**src/rtl/keypad_digits_pkg.sv**
```systemverilog
// Shared keypad/lock types: the digit buffer, special key codes and the 4x3 key map.
// Also imported by the setup block, so keep it free of keypad_digits internals.
package keypad_digits_pkg;

  localparam int NUM_DIGITS = 20;

  localparam logic [3:0] KEY_STAR  = 4'hA;
  localparam logic [3:0] KEY_HASH  = 4'hB;
  localparam logic [3:0] KEY_EMPTY = 4'hF;

  typedef struct packed {
    logic [NUM_DIGITS-1:0][3:0] digits;
  } senhaPac_t;

  typedef enum logic [1:0] {
    ST_SCAN,
    ST_DEBOUNCE,
    ST_ACCEPT,
    ST_RELEASE
  } kp_state_e;

  localparam logic [3:0] KEY_MAP [4][3] = '{
    '{4'h1,     4'h2, 4'h3},
    '{4'h4,     4'h5, 4'h6},
    '{4'h7,     4'h8, 4'h9},
    '{KEY_STAR, 4'h0, KEY_HASH}
  };

  function automatic logic single_low(input logic [2:0] col);
    return (col == 3'b110) || (col == 3'b101) || (col == 3'b011);
  endfunction

  function automatic logic [3:0] key_lookup(input logic [1:0] row, input logic [2:0] col);
    logic [3:0] key;
    key = KEY_EMPTY;
    case (col)
      3'b110:  key = KEY_MAP[row][0];
      3'b101:  key = KEY_MAP[row][1];
      3'b011:  key = KEY_MAP[row][2];
      default: key = KEY_EMPTY;
    endcase
    return key;
  endfunction

  function automatic logic is_terminator(input logic [3:0] key);
    return (key == KEY_STAR) || (key == KEY_HASH);
  endfunction

endpackage

```
**src/rtl/keypad_digits_if.sv**
```systemverilog
// Keypad pins plus the digit stream handed to the lock's setup/operational blocks.
// master = keypad_digits, slave = keypad (columns) and digit consumer.
interface keypad_digits_if;
  import keypad_digits_pkg::*;

  logic [2:0] col_matriz;
  logic [3:0] lin_matriz;
  senhaPac_t  digitos_value;
  logic       digitos_valid;

  modport master (
    input  col_matriz,
    output lin_matriz,
    output digitos_value,
    output digitos_valid
  );

  modport slave (
    output col_matriz,
    input  lin_matriz,
    input  digitos_value,
    input  digitos_valid
  );

endinterface

```
**src/rtl/keypad_debouncer.sv**
```systemverilog
// Generic stable-for-CYCLES counter: done pulses on the CYCLES-th consecutive enabled,
// stable cycle. Any unstable or disabled cycle clears the count.
module keypad_debouncer #(
  parameter int CYCLES = 20000
) (
  input  logic clk,
  input  logic rst,
  input  logic enable,
  input  logic stable,
  output logic done
);

  localparam int W = $clog2(CYCLES) + 1;

  logic [W-1:0] count_q, count_d;
  logic         at_end;

  assign at_end = (count_q == W'(CYCLES - 1));
  assign done   = enable && stable && at_end;

  // Clearing on done keeps the counter from ever wrapping.
  always_comb begin
    count_d = '0;
    if (enable && stable && !at_end) begin
      count_d = count_q + 1'b1;
    end
  end

  always_ff @(posedge clk) begin
    if (rst) begin
      count_q <= '0;
    end else begin
      count_q <= count_d;
    end
  end

endmodule

```
**src/rtl/keypad_digits.sv**
```systemverilog
// 4x3 keypad scanner: scan, debounce press, accept into the digit buffer, debounce release.
// Optional idle flush of the buffer is built when KEYPAD_TIMEOUT_EN is defined.
module keypad_digits
  import keypad_digits_pkg::*;
#(
  parameter int SCAN_CYCLES     = 1000,
  parameter int DEBOUNCE_CYCLES = 20000,
  parameter int TIMEOUT_CYCLES  = 500000000
) (
  input  logic            clk,
  input  logic            rst,
  keypad_digits_if.master kp
);

  localparam int SCAN_W = $clog2(SCAN_CYCLES) + 1;

  kp_state_e          state_q, state_d;
  logic [1:0]         row_q, row_d;
  logic [3:0]         lin_q, lin_d;
  logic [2:0]         col_q, col_d;
  logic [SCAN_W-1:0]  scan_cnt_q, scan_cnt_d;
  senhaPac_t          digits_q, digits_d;
  logic               valid_q, valid_d;
  logic [3:0]         key;
  logic               deb_enable, deb_stable, deb_done;

  assign key        = key_lookup(row_q, col_q);
  assign deb_enable = (state_q == ST_DEBOUNCE) || (state_q == ST_RELEASE);
  assign deb_stable = (state_q == ST_DEBOUNCE) ? (kp.col_matriz == col_q)
                                               : (kp.col_matriz == 3'b111);

  keypad_debouncer #(
    .CYCLES (DEBOUNCE_CYCLES)
  ) u_debouncer (
    .clk    (clk),
    .rst    (rst),
    .enable (deb_enable),
    .stable (deb_stable),
    .done   (deb_done)
  );

`ifdef KEYPAD_TIMEOUT_EN
  localparam int IDLE_W = $clog2(TIMEOUT_CYCLES) + 1;
  logic [IDLE_W-1:0] idle_q, idle_d;
`else
  logic [31:0] timeout_unused;
  assign timeout_unused = TIMEOUT_CYCLES;
`endif

  always_comb begin
    state_d    = state_q;
    row_d      = row_q;
    col_d      = col_q;
    scan_cnt_d = scan_cnt_q;
    digits_d   = digits_q;
    valid_d    = 1'b0;

    case (state_q)
      ST_SCAN: begin
        if (single_low(kp.col_matriz)) begin
          col_d      = kp.col_matriz;
          scan_cnt_d = '0;
          state_d    = ST_DEBOUNCE;
        end else if (scan_cnt_q == SCAN_W'(SCAN_CYCLES - 1)) begin
          scan_cnt_d = '0;
          row_d      = row_q + 1'b1;
        end else begin
          scan_cnt_d = scan_cnt_q + 1'b1;
        end
      end
      // The shift and the valid pulse are registered together so the pulse
      // and the buffer holding the new key appear in the same cycle.
      ST_DEBOUNCE: begin
        if (kp.col_matriz != col_q) begin
          state_d = ST_SCAN;
        end else if (deb_done) begin
          digits_d.digits = {digits_q.digits[NUM_DIGITS-2:0], key};
          valid_d         = 1'b1;
          state_d         = ST_ACCEPT;
        end
      end
      ST_ACCEPT: begin
        if (is_terminator(key)) begin
          digits_d = '1;
        end
        state_d = ST_RELEASE;
      end
      ST_RELEASE: begin
        if (deb_done) begin
          row_d      = row_q + 1'b1;
          scan_cnt_d = '0;
          state_d    = ST_SCAN;
        end
      end
      default: state_d = ST_SCAN;
    endcase

`ifdef KEYPAD_TIMEOUT_EN
    idle_d = idle_q;
    if (state_q == ST_ACCEPT) begin
      idle_d = '0;
    end else if (state_q == ST_SCAN) begin
      if (digits_q == '1) begin
        idle_d = '0;
      end else if (idle_q == IDLE_W'(TIMEOUT_CYCLES - 1)) begin
        idle_d   = '0;
        digits_d = '1;
      end else begin
        idle_d = idle_q + 1'b1;
      end
    end
`endif

    lin_d = ~(4'b0001 << row_d);
  end

  always_ff @(posedge clk) begin
    if (rst) begin
      state_q    <= ST_SCAN;
      row_q      <= 2'd0;
      lin_q      <= 4'b1110;
      col_q      <= 3'b111;
      scan_cnt_q <= '0;
      digits_q   <= '1;
      valid_q    <= 1'b0;
`ifdef KEYPAD_TIMEOUT_EN
      idle_q     <= '0;
`endif
    end else begin
      state_q    <= state_d;
      row_q      <= row_d;
      lin_q      <= lin_d;
      col_q      <= col_d;
      scan_cnt_q <= scan_cnt_d;
      digits_q   <= digits_d;
      valid_q    <= valid_d;
`ifdef KEYPAD_TIMEOUT_EN
      idle_q     <= idle_d;
`endif
    end
  end

  assign kp.lin_matriz    = lin_q;
  assign kp.digitos_value = digits_q;
  assign kp.digitos_valid = valid_q;

endmodule

```
**src/flat_wrapper.sv**
```systemverilog
// flat-port wrapper written by rule: the top's interface ports become plain ports
module keypad_digits_flat import keypad_digits_pkg::*;
#(
  parameter int SCAN_CYCLES     = 1000,
  parameter int DEBOUNCE_CYCLES = 20000,
  parameter int TIMEOUT_CYCLES  = 500000000
)
  (clk, rst, kp_col_matriz, kp_lin_matriz, kp_digitos_value, kp_digitos_valid);
  keypad_digits_if kp_i ();
  input  logic clk;
  input  logic rst;
  input wire logic [$bits(kp_i.col_matriz)-1:0] kp_col_matriz;
  output wire logic [$bits(kp_i.lin_matriz)-1:0] kp_lin_matriz;
  output wire logic [$bits(kp_i.digitos_value)-1:0] kp_digitos_value;
  output wire logic [$bits(kp_i.digitos_valid)-1:0] kp_digitos_valid;
  assign kp_i.col_matriz = kp_col_matriz;
  assign kp_lin_matriz = kp_i.lin_matriz;
  assign kp_digitos_value = kp_i.digitos_value;
  assign kp_digitos_valid = kp_i.digitos_valid;
  keypad_digits #(.SCAN_CYCLES(SCAN_CYCLES), .DEBOUNCE_CYCLES(DEBOUNCE_CYCLES), .TIMEOUT_CYCLES(TIMEOUT_CYCLES)) u_core (.clk(clk), .rst(rst), .kp(kp_i));
endmodule
```
**config.mk**
```make
export PLATFORM = sky130hd
export DESIGN_NAME = keypad_digits_flat
export DESIGN_NICKNAME = d
export VERILOG_FILES = /design/src/rtl/keypad_digits_pkg.sv /design/src/rtl/keypad_digits_if.sv /design/src/rtl/keypad_debouncer.sv /design/src/rtl/keypad_digits.sv /design/src/flat_wrapper.sv
export SDC_FILE = /design/constraint.sdc
export NUM_CORES = 1
export LEC_CHECK = 0
export CELL_PAD_IN_SITES_DETAIL_PLACEMENT = 0
export CELL_PAD_IN_SITES_GLOBAL_PLACEMENT = 1
export CORE_MARGIN = 4
export CORE_UTILIZATION = 40
export DETAILED_ROUTE_END_ITERATION = 7
export PLACE_DENSITY_LB_ADDON = 0.08
export RECOVER_POWER = 25
export SKIP_CTS_REPAIR_TIMING = 1
export SLEW_MARGIN = 20
export SYNTH_ARGS = -nofsm -noshare
export SYNTH_HDL_FRONTEND = slang
export SYNTH_HIERARCHICAL = 1
export SYNTH_SLANG_ARGS = --single-unit
```
**constraint.sdc**
```tcl
create_clock -name clk -period 7.4 [get_ports clk]
set_input_delay 0.74 -clock clk [delete_from_list [all_inputs] [get_ports clk]]
set_output_delay 0.74 -clock clk [all_outputs]
set_load 0.05 [all_outputs]
```
==> results of run 1 <==
[cells in the mapped netlist (2+ instances only)]
library cell    n
buf_4           2
o211ai_1        2
o221ai_1        2
nor3_1         83
nor3b_1         6
or3_1           2
xor2_1          5
nand3_1        17
and2_1          3
buf_6           2
a211oi_1      154
nand2_1        23
clkbuf_1       60
xnor2_1        22
o21ai_0         5
and3_1          2
a21o_1          3
inv_1          13
nor4_1          6
inv_2           3
ha_1           12
nand2b_1        2
buf_2          20
and4_1          3
a21oi_1         8
dfxtp_1       119
o31ai_1        78
nand3b_1        2
a32oi_1         2
nand4_1         8
o22ai_1         4
nor2_1         42
nor2b_1         3
mux2i_1         2
[cell usage in the layout (no fill, tap or decap), types with 3 or more instances in the layout]
| cell | count |
|---|---|
| nor4_1 | 6 |
| nor3_1 | 83 |
| bufinv_16 | 4 |
| and4_1 | 3 |
| nor3b_1 | 6 |
| xor2_1 | 5 |
| nor2_1 | 41 |
| clkbuf_16 | 17 |
| nand2_1 | 22 |
| o21ai_0 | 5 |
| clkdlybuf4s50_1 | 40 |
| nor2b_1 | 3 |
| nand3_1 | 17 |
| dfxtp_1 | 119 |
| inv_1 | 12 |
| o22ai_1 | 4 |
| a211oi_1 | 154 |
| ha_1 | 11 |
| o31ai_1 | 78 |
| inv_2 | 4 |
| buf_4 | 7 |
| xnor2_1 | 22 |
| dlygate4sd3_1 | 49 |
| nand4_1 | 8 |
| clkinv_2 | 6 |
| a21o_1 | 3 |
| clkinvlp_4 | 3 |
| a21oi_1 | 8 |
[final cells by class]
type / instances / area [um2] / share of cell area
inverters: 16 / 60.1 / 0.00770
clock buffers: 18 / 439 / 0.0563
multi-input cells: 520 / 3520 / 0.451
flip-flops and latches: 119 / 2380 / 0.305
clock inverters: 14 / 181 / 0.0233
well taps: 211 / 264 / 0.0338
repair buffers: 97 / 955 / 0.122
[where the power goes]
group | total (mW) | internal (mW) | leakage, nW | switching [mW]
combinational | 0.185 | 0.0392 | 1.25 | 0.146
sequential | 0.655 | 0.646 | 0.963 | 0.00918
clock | 0.874 | 0.568 | 0.301 | 0.306
total | 1.71 | 1.25 | 2.52 | 0.460
[through the flow]
stage               setup WS (ns)  hold slack, ns  cell area [um2]  std cells
floorplan                    4.21           0.441             6300        740
global placement             3.46           0.464             7180        963
detailed placement           3.33           0.473             7180        963
CTS                          3.78           0.487             7800        995
global route                 3.36           0.522             7800        995
finish                       3.68           0.479             7800        995
[cell families after synthesis]
kind of cell	share of synthesized area
AO/OA/AOI/OAI	0.320
XOR/XNOR	0.0375
adder cells (fa/ha/maj)	0.0238
multiplexers	0.00496
AND/OR/NAND/NOR	0.168
buffers and inverters	0.0677
flip-flops	0.378
[sequential cells by signal, indices dropped and copies added (netlist names), named ones only]
| name | count |
|---|---|
| u_core/col_q | 3 |
| u_core/kp.digitos_valid | 1 |
| u_core/kp.digitos_value | 80 |
| u_core/kp.lin_matriz | 4 |
| u_core/row_q | 2 |
| u_core/scan_cnt_q | 11 |
| u_core/state_q | 1 |
| u_core/u_debouncer/count_q | 16 |
[per-layer routing]
layer  wire length (um)  part of all wire
met1               8900              0.50
met4                259             0.015
met5                  0                 0
met2               8000              0.45
met3                685             0.038
[how the worst min path moves through the flow]
stage | startpoint | depth (start not counted) | slack [ns] | to
after CTS | u_core/u_debouncer/count_q[0]$_SDFF_PP0_ | 1 | 0.49 | u_core/u_debouncer/count_q[0]$_SDFF_PP0_
after detailed placement | u_core/u_debouncer/count_q[0]$_SDFF_PP0_ | 1 | 0.47 | u_core/u_debouncer/count_q[0]$_SDFF_PP0_
after floorplan | u_core/u_debouncer/count_q[0]$_SDFF_PP0_ | 1 | 0.44 | u_core/u_debouncer/count_q[0]$_SDFF_PP0_
after global routing | u_core/u_debouncer/count_q[0]$_SDFF_PP0_ | 1 | 0.52 | u_core/u_debouncer/count_q[0]$_SDFF_PP0_
after global placement | u_core/u_debouncer/count_q[0]$_SDFF_PP0_ | 1 | 0.46 | u_core/u_debouncer/count_q[0]$_SDFF_PP0_
final | u_core/u_debouncer/count_q[0]$_SDFF_PP0_ | 1 | 0.48 | u_core/u_debouncer/count_q[0]$_SDFF_PP0_
[critical path: cells and delay by family]
kind	cells	cell delay, ns
AO/OA/AOI/OAI	5	1.05
XOR/XNOR	1	0.18
AND/OR/NAND/NOR	6	1.35
buffers and inverters	1	0.72
==> impl_metrics.prom, run 1 <==
# TYPE chip_impl_metric gauge
chip_impl_info{name="end_kind",value="register"} 1
chip_impl_info{name="setup_repair_after_global_routing_missed_its_margin",value="no"} 1
chip_impl_metric{name="post_synth.cell_area_avg",unit="um2"} 8.52
chip_impl_metric{name="met2_usage",unit=""} 0.317
chip_impl_metric{name="synthesis.instances",unit=""} 740
chip_impl_info{name="r2r-end",value="u_core/kp.lin_matriz[1]$_SDFF_PP1_"} 1
chip_impl_info{name="postSynth.topFlopCell",value="dfxtp_1"} 1
chip_impl_metric{name="cts_max_path_buffers",unit=""} 2
chip_impl_info{name="tritoncts_clock_tree",value="built"} 1
chip_impl_metric{name="path_clk_slew",unit="ns"} 0.06
chip_impl_metric{name="finalSetupViolCount",unit=""} 0
chip_impl_metric{name="firstDrtPassIters",unit=""} 5
chip_impl_info{name="root_buffer",value="clkbuf_16"} 1
chip_impl_metric{name="clock_latency",unit="ns"} 0.42
chip_impl_metric{name="globalplace.congestion",unit=""} 0.759
chip_impl_info{name="slowest_stage",value="dlygate4sd3_1"} 1
chip_impl_metric{name="grt.met1_usage",unit=""} 0.278
chip_impl_metric{name="fillerInstances",unit=""} 1472
chip_impl_metric{name="cp_slowest_stage_delay",unit="ns"} 0.72
chip_impl_metric{name="post-route-util",unit=""} 0.509
chip_impl_metric{name="row_count",unit=""} 45
chip_impl_metric{name="gr-total-overflow",unit=""} 0
chip_impl_metric{name="ant_nets",unit=""} 0
chip_impl_info{name="critical_path_class",value="in -> reg"} 1
chip_impl_metric{name="drv_cap",unit=""} 0
chip_impl_metric{name="worst_clock_skew_on_the_final_layout",unit="ns"} 0.0102
chip_impl_metric{name="area_delta_synth_final",unit="%"} 23.8
chip_impl_metric{name="postSynth.asyncResetShare",unit=""} 0
chip_impl_metric{name="dp_hpwl",unit="um"} 10000
chip_impl_metric{name="globalRouteMet3Util",unit=""} 0.0419
chip_impl_metric{name="final_max_slew_viol_count",unit=""} 0
chip_impl_metric{name="grt_max_degree",unit=""} 121
chip_impl_metric{name="timing_worst_slew_pin_value",unit="ns"} 1.01
chip_impl_metric{name="num_vias",unit=""} 5984
chip_impl_metric{name="syn_nets",unit=""} 757
chip_impl_metric{name="cts_inserted_buffers",unit=""} 17
chip_impl_info{name="worstSetupStartpointType",value="input port"} 1
chip_impl_info{name="synthDominantAreaCellType",value="dfxtp_1"} 1
chip_impl_info{name="grt_most_used_layer",value="met2"} 1
chip_impl_info{name="outcome",value="complete, no violations"} 1
chip_impl_metric{name="setup-tns-final",unit="ns"} 0
chip_impl_info{name="min-delay-path-class",value="reg -> reg"} 1
chip_impl_metric{name="num_antenna_cells",unit=""} 0
chip_impl_metric{name="ff2ff_setup_slack",unit="ns"} 4.00
chip_impl_metric{name="grt_use_total",unit=""} 0.203
chip_impl_metric{name="power.static_leakage",unit="nW"} 2.52
chip_impl_metric{name="period_needed",unit="ns"} 3.72
chip_impl_metric{name="tightest_slew_margin_relative_to_the_limit",unit=""} 0.327
chip_impl_metric{name="cts.htree.levels",unit=""} 4
chip_impl_metric{name="dr.first_iter.drc_count",unit=""} 502
chip_impl_metric{name="die_w",unit="um"} 134
chip_impl_metric{name="io_buffer_count",unit=""} 89
chip_impl_info{name="crit_chain",value="dlygate4sd3_1 > xnor2_1 > nand3_1 > o22ai_1 > nand2_1 > o31ai_1 > nand2_1 > nor2b_1 > nor2b_1 > a2111oi_2 > a21oi_2 > a22oi_1 > or4b_1"} 1
chip_impl_metric{name="min_period_over_period",unit=""} 0.503
chip_impl_metric{name="synth-edff-count",unit=""} 0
chip_impl_metric{name="vias_per_cell",unit=""} 6.01
chip_impl_metric{name="netlist-cell-type-count",unit=""} 54
chip_impl_metric{name="wire_per_inst",unit="um"} 17.9
chip_impl_metric{name="first_global_vias",unit=""} 5822
chip_impl_metric{name="syn_area",unit="mm2"} 0.00630
chip_impl_metric{name="design.portCount",unit=""} 90
chip_impl_metric{name="power.total",unit="mW"} 1.71
chip_impl_info{name="post_synth_main_area_contributors",value="dfxtp_1, a211oi_1, o31ai_1, nor3_1, clkbuf_1"} 1
chip_impl_metric{name="critical_path_required",unit="ns"} 7.69
chip_impl_metric{name="final-hold-violation-count",unit=""} 0
chip_impl_metric{name="die_height",unit="um"} 134
chip_impl_metric{name="synth_warn",unit=""} 6
chip_impl_metric{name="finalNetCount",unit=""} 788
chip_impl_info{name="critical_path.startpoint",value="kp_col_matriz[1]"} 1
chip_impl_metric{name="pwr_density_cell",unit="mW/mm2"} 220
chip_impl_metric{name="drc",unit=""} 0
chip_impl_metric{name="ys_seq_area_frac",unit=""} 0.378
chip_impl_metric{name="ff2ff_path_depth",unit=""} 9
chip_impl_info{name="timing.rr.start",value="u_core/u_debouncer/count_q[0]$_SDFF_PP0_"} 1
chip_impl_metric{name="final_routed_wirelength_across_all_metal_layers",unit="um"} 17800
chip_impl_metric{name="cp_max_fo",unit=""} 8
chip_impl_metric{name="crit_path_dat",unit="ns"} 4.01
chip_impl_metric{name="die_area",unit="mm2"} 0.0178
chip_impl_metric{name="initial_utilization",unit=""} 0.412
chip_impl_metric{name="coreArea",unit="mm2"} 0.0153
chip_impl_metric{name="netlist.area_leader.share",unit=""} 0.378
chip_impl_metric{name="ir_worst_vdd",unit="V"} 0.000158
chip_impl_info{name="critical_path.endpoint",value="u_core/kp.lin_matriz[1]$_SDFF_PP1_"} 1
chip_impl_metric{name="share_of_final_layout_standard_cells_stronger_than_drive_strength_1",unit=""} 0.0689
chip_impl_metric{name="tritoncts_num_sinks",unit=""} 119
chip_impl_metric{name="grt_pass1_wl",unit="um"} 30200
chip_impl_metric{name="grt_antenna_before_repair",unit=""} 0
chip_impl_metric{name="yosys_register_bits",unit=""} 119
chip_impl_metric{name="fmaxAchievable",unit="GHz"} 0.269
Note: power is estimated with default switching activity, not from simulation.
==> inputs of run 2 (changes only) <==
==> constraint.sdc (replaced) <==
create_clock -name clk -period 3.7 [get_ports clk]
set_input_delay 0.37 -clock clk [delete_from_list [all_inputs] [get_ports clk]]
set_output_delay 0.37 -clock clk [all_outputs]
set_load 0.05 [all_outputs]
==> run 2 against run 1 <==
- first-iteration DRC count up 14%
- clock power up 65%
- combinational power up 110%
- sequential power up 100%
- sequential share of layout area up 0.088 points
- non-clock buffer count up 6
- global-route usage down 0.078 points
- clock-buffer cell count up 6
- wire length up 0.77%
- clock skew up 0.0013 ns
- register-to-register slack worse by 3.3 ns
- design area down 0.29%
- critical path type unchanged
==> impl_metrics.prom, run 2 (synthesis gave the netlist of run 1 again) <==
# TYPE chip_impl_metric gauge
chip_impl_metric{name="finalNetCount",unit=""} 794
chip_impl_metric{name="tritoncts_num_sinks",unit=""} 119
chip_impl_info{name="tritoncts_clock_tree",value="built"} 1
chip_impl_metric{name="power_dissipated_by_switching_net_loads",unit="mW"} 0.869
chip_impl_metric{name="ant_nets",unit=""} 0
chip_impl_info{name="outcome",value="complete, no violations"} 1
chip_impl_metric{name="min_period_over_period",unit=""} 0.824
chip_impl_metric{name="ff2ff_setup_slack",unit="ns"} 0.66
chip_impl_metric{name="path_clk_slew",unit="ns"} 0.05
chip_impl_metric{name="fillerInstances",unit=""} 1458
chip_impl_info{name="root_buffer",value="clkbuf_16"} 1
chip_impl_metric{name="first_global_vias",unit=""} 5638
chip_impl_info{name="min-delay-path-class",value="reg -> reg"} 1
chip_impl_metric{name="row_count",unit=""} 45
chip_impl_metric{name="pwr_density_cell",unit="mW/mm2"} 405
chip_impl_metric{name="drv_cap",unit=""} 0
chip_impl_metric{name="sw_frac_of_total",unit=""} 0.276
chip_impl_info{name="r2r-end",value="u_core/kp.lin_matriz[1]$_SDFF_PP1_"} 1
chip_impl_metric{name="fmaxAchievable",unit="GHz"} 0.328
chip_impl_info{name="critical_path.startpoint",value="kp_col_matriz[1]"} 1
chip_impl_metric{name="firstDrtPassIters",unit=""} 5
chip_impl_metric{name="cp_max_fo",unit=""} 8
chip_impl_metric{name="io_buffer_count",unit=""} 89
chip_impl_metric{name="power_frac_clock",unit=""} 0.459
chip_impl_metric{name="clock_latency",unit="ns"} 0.41
chip_impl_metric{name="p_int",unit="mW"} 2.28
chip_impl_metric{name="grt_use_total",unit=""} 0.202
chip_impl_metric{name="period_needed",unit="ns"} 3.05
chip_impl_info{name="critical_path.endpoint",value="u_core/kp.lin_matriz[1]$_SDFF_PP1_"} 1
chip_impl_metric{name="final_standard_cell_area_without_fillers",unit="mm2"} 0.00778
chip_impl_info{name="worstSetupStartpointType",value="input port"} 1
chip_impl_metric{name="final-hold-violation-count",unit=""} 0
chip_impl_metric{name="power.total",unit="mW"} 3.15
chip_impl_metric{name="drc",unit=""} 0
chip_impl_metric{name="gr-total-overflow",unit=""} 0
chip_impl_metric{name="finalSetupViolCount",unit=""} 0
chip_impl_info{name="critical_path_class",value="in -> reg"} 1
chip_impl_info{name="largest_delay_contributor_family_on_the_critical_path",value="simple AND/OR/NAND/NOR gates"} 1
chip_impl_metric{name="final_routed_wirelength_across_all_metal_layers",unit="um"} 18000
chip_impl_metric{name="grt_antenna_before_repair",unit=""} 0
chip_impl_metric{name="design.portCount",unit=""} 90
chip_impl_metric{name="vias_per_cell",unit=""} 6.00
chip_impl_metric{name="coreArea",unit="mm2"} 0.0153
chip_impl_metric{name="cp_slowest_stage_delay",unit="ns"} 0.65
chip_impl_metric{name="cp_num_cells",unit=""} 13
chip_impl_metric{name="grt_pass1_wl",unit="um"} 30000
chip_impl_metric{name="cts.htree.levels",unit=""} 4
chip_impl_metric{name="cts_inserted_buffers",unit=""} 17
chip_impl_info{name="layout_commonest_cell",value="a211oi_1"} 1
chip_impl_metric{name="timing_worst_slew_pin_value",unit="ns"} 0.933
chip_impl_metric{name="area_delta_synth_final",unit="%"} 23.4
chip_impl_metric{name="initial_utilization",unit=""} 0.412
chip_impl_metric{name="num_antenna_cells",unit=""} 0
chip_impl_metric{name="die_height",unit="um"} 134
chip_impl_metric{name="tightest_slew_margin_relative_to_the_limit",unit=""} 0.378
chip_impl_info{name="setup_repair_after_global_routing_missed_its_margin",value="no"} 1
chip_impl_info{name="layout.cells.most_common_list",value="a211oi_1, dfxtp_1, nor3_1, o31ai_1, dlygate4sd3_1"} 1
chip_impl_metric{name="p_seq_frac",unit=""} 0.417
chip_impl_metric{name="setup-tns-final",unit="ns"} 0
chip_impl_metric{name="num_vias",unit=""} 5984
chip_impl_metric{name="critical_path.n_buffers_inverters",unit=""} 1
chip_impl_info{name="slowest_stage",value="clkdlybuf4s50_1"} 1
chip_impl_metric{name="power_frac_comb",unit=""} 0.124
chip_impl_metric{name="grt_max_degree",unit=""} 93
chip_impl_metric{name="ir_worst_vdd",unit="V"} 0.000324
chip_impl_metric{name="die_area",unit="mm2"} 0.0178
chip_impl_metric{name="dr.first_iter.drc_count",unit=""} 571
chip_impl_info{name="end_kind",value="register"} 1
chip_impl_metric{name="critical_path_required",unit="ns"} 3.97
chip_impl_metric{name="final_max_slew_viol_count",unit=""} 0
chip_impl_metric{name="share_of_final_layout_standard_cells_stronger_than_drive_strength_1",unit=""} 0.0673
chip_impl_metric{name="dpl-instance-area",unit="mm2"} 0.00727
chip_impl_info{name="crit_chain",value="clkdlybuf4s50_1 > xnor2_1 > nand3_1 > o22ai_1 > nand2_1 > o31ai_1 > nand2_1 > nor2b_1 > nor2b_1 > a2111oi_2 > a21oi_2 > a22oi_1 > or4b_1"} 1
chip_impl_metric{name="worst_clock_skew_on_the_final_layout",unit="ns"} 0.0115
chip_impl_metric{name="largest_reg_flops",unit=""} 80
chip_impl_metric{name="dp_hpwl",unit="um"} 10600
chip_impl_metric{name="power.static_leakage",unit="nW"} 2.52
chip_impl_metric{name="cts_max_path_buffers",unit=""} 2
chip_impl_metric{name="wire_per_inst",unit="um"} 18.0
chip_impl_metric{name="ff2ff_path_depth",unit=""} 9
chip_impl_info{name="timing.rr.start",value="u_core/u_debouncer/count_q[0]$_SDFF_PP0_"} 1
chip_impl_metric{name="globalplace.congestion",unit=""} 0.819
chip_impl_metric{name="die_w",unit="um"} 134
chip_impl_metric{name="crit_path_dat",unit="ns"} 3.32
## run 2: through the flow
stage | util | setup slack, ns | instances | hold slack, ns
floorplan | - | 0.883 | 740 | 0.441
global placement | 0.475 | 0.422 | 969 | 0.463
detailed placement | 0.475 | 0.282 | 969 | 0.464
CTS | 0.508 | 0.624 | 998 | 0.476
global route | 0.508 | 0.391 | 998 | 0.500
finish | 0.508 | 0.652 | 998 | 0.474
## run 2: worst register-to-register path: cells and delay by family, from the launching register on
family | cells | cell delay [ns]
compound gates | 3 | 0.82
flops | 1 | 0.39
simple gates | 5 | 1.46
fa+ha+maj | 1 | 0.25
## run 2: worst min path at each step
stage	startpoint	end	slack, ns	depth (start not counted)
floorplan	u_core/u_debouncer/count_q[0]$_SDFF_PP0_	u_core/u_debouncer/count_q[0]$_SDFF_PP0_	0.44	1
global placement	u_core/u_debouncer/count_q[0]$_SDFF_PP0_	u_core/u_debouncer/count_q[0]$_SDFF_PP0_	0.46	1
detailed placement	u_core/u_debouncer/count_q[0]$_SDFF_PP0_	u_core/u_debouncer/count_q[0]$_SDFF_PP0_	0.46	1
CTS	u_core/u_debouncer/count_q[0]$_SDFF_PP0_	u_core/u_debouncer/count_q[0]$_SDFF_PP0_	0.48	1
global route	u_core/u_debouncer/count_q[0]$_SDFF_PP0_	u_core/u_debouncer/count_q[0]$_SDFF_PP0_	0.50	1
finish	u_core/u_debouncer/count_q[0]$_SDFF_PP0_	u_core/u_debouncer/count_q[0]$_SDFF_PP0_	0.47	1
## run 2: routing by layer
| metal | vias up | wire, um | global-route usage | part of all wire |
|---|---|---|---|---|
| met3 | 14 | 808 | 0.0506 | 0.045 |
| met5 | - | 0 | 0 | 0 |
| met2 | 136 | 8210 | 0.306 | 0.46 |
| li1 | 2943 | - | - | - |
| met1 | 2891 | 8790 | 0.285 | 0.49 |
| met4 | 0 | 172 | 0.0571 | 0.0096 |
## run 2: power by group through the flow
stage | logic [mW] | registers (mW) | clock network (mW)
6_report | 0.391 | 1.31 | 1.44
5_1_grt | 0.420 | 1.31 | 1.54
4_1_cts | 0.385 | 1.31 | 1.47
3_5_place_dp | 0.383 | 1.34 | 0
3_3_place_gp | 0.382 | 1.34 | 0
2_1_floorplan | 0.295 | 1.33 | 0
## run 2: layout make-up
class                      instances  area [um2]  area share
clock buffer                      24         482      0.0619
clock inverter                     5        25.0     0.00322
inverter                          16        60.1     0.00772
multi-input combinational        520        3520       0.452
sequential                       119        2380       0.306
tap                              211         264      0.0339
timing repair buffer             103        1050       0.134
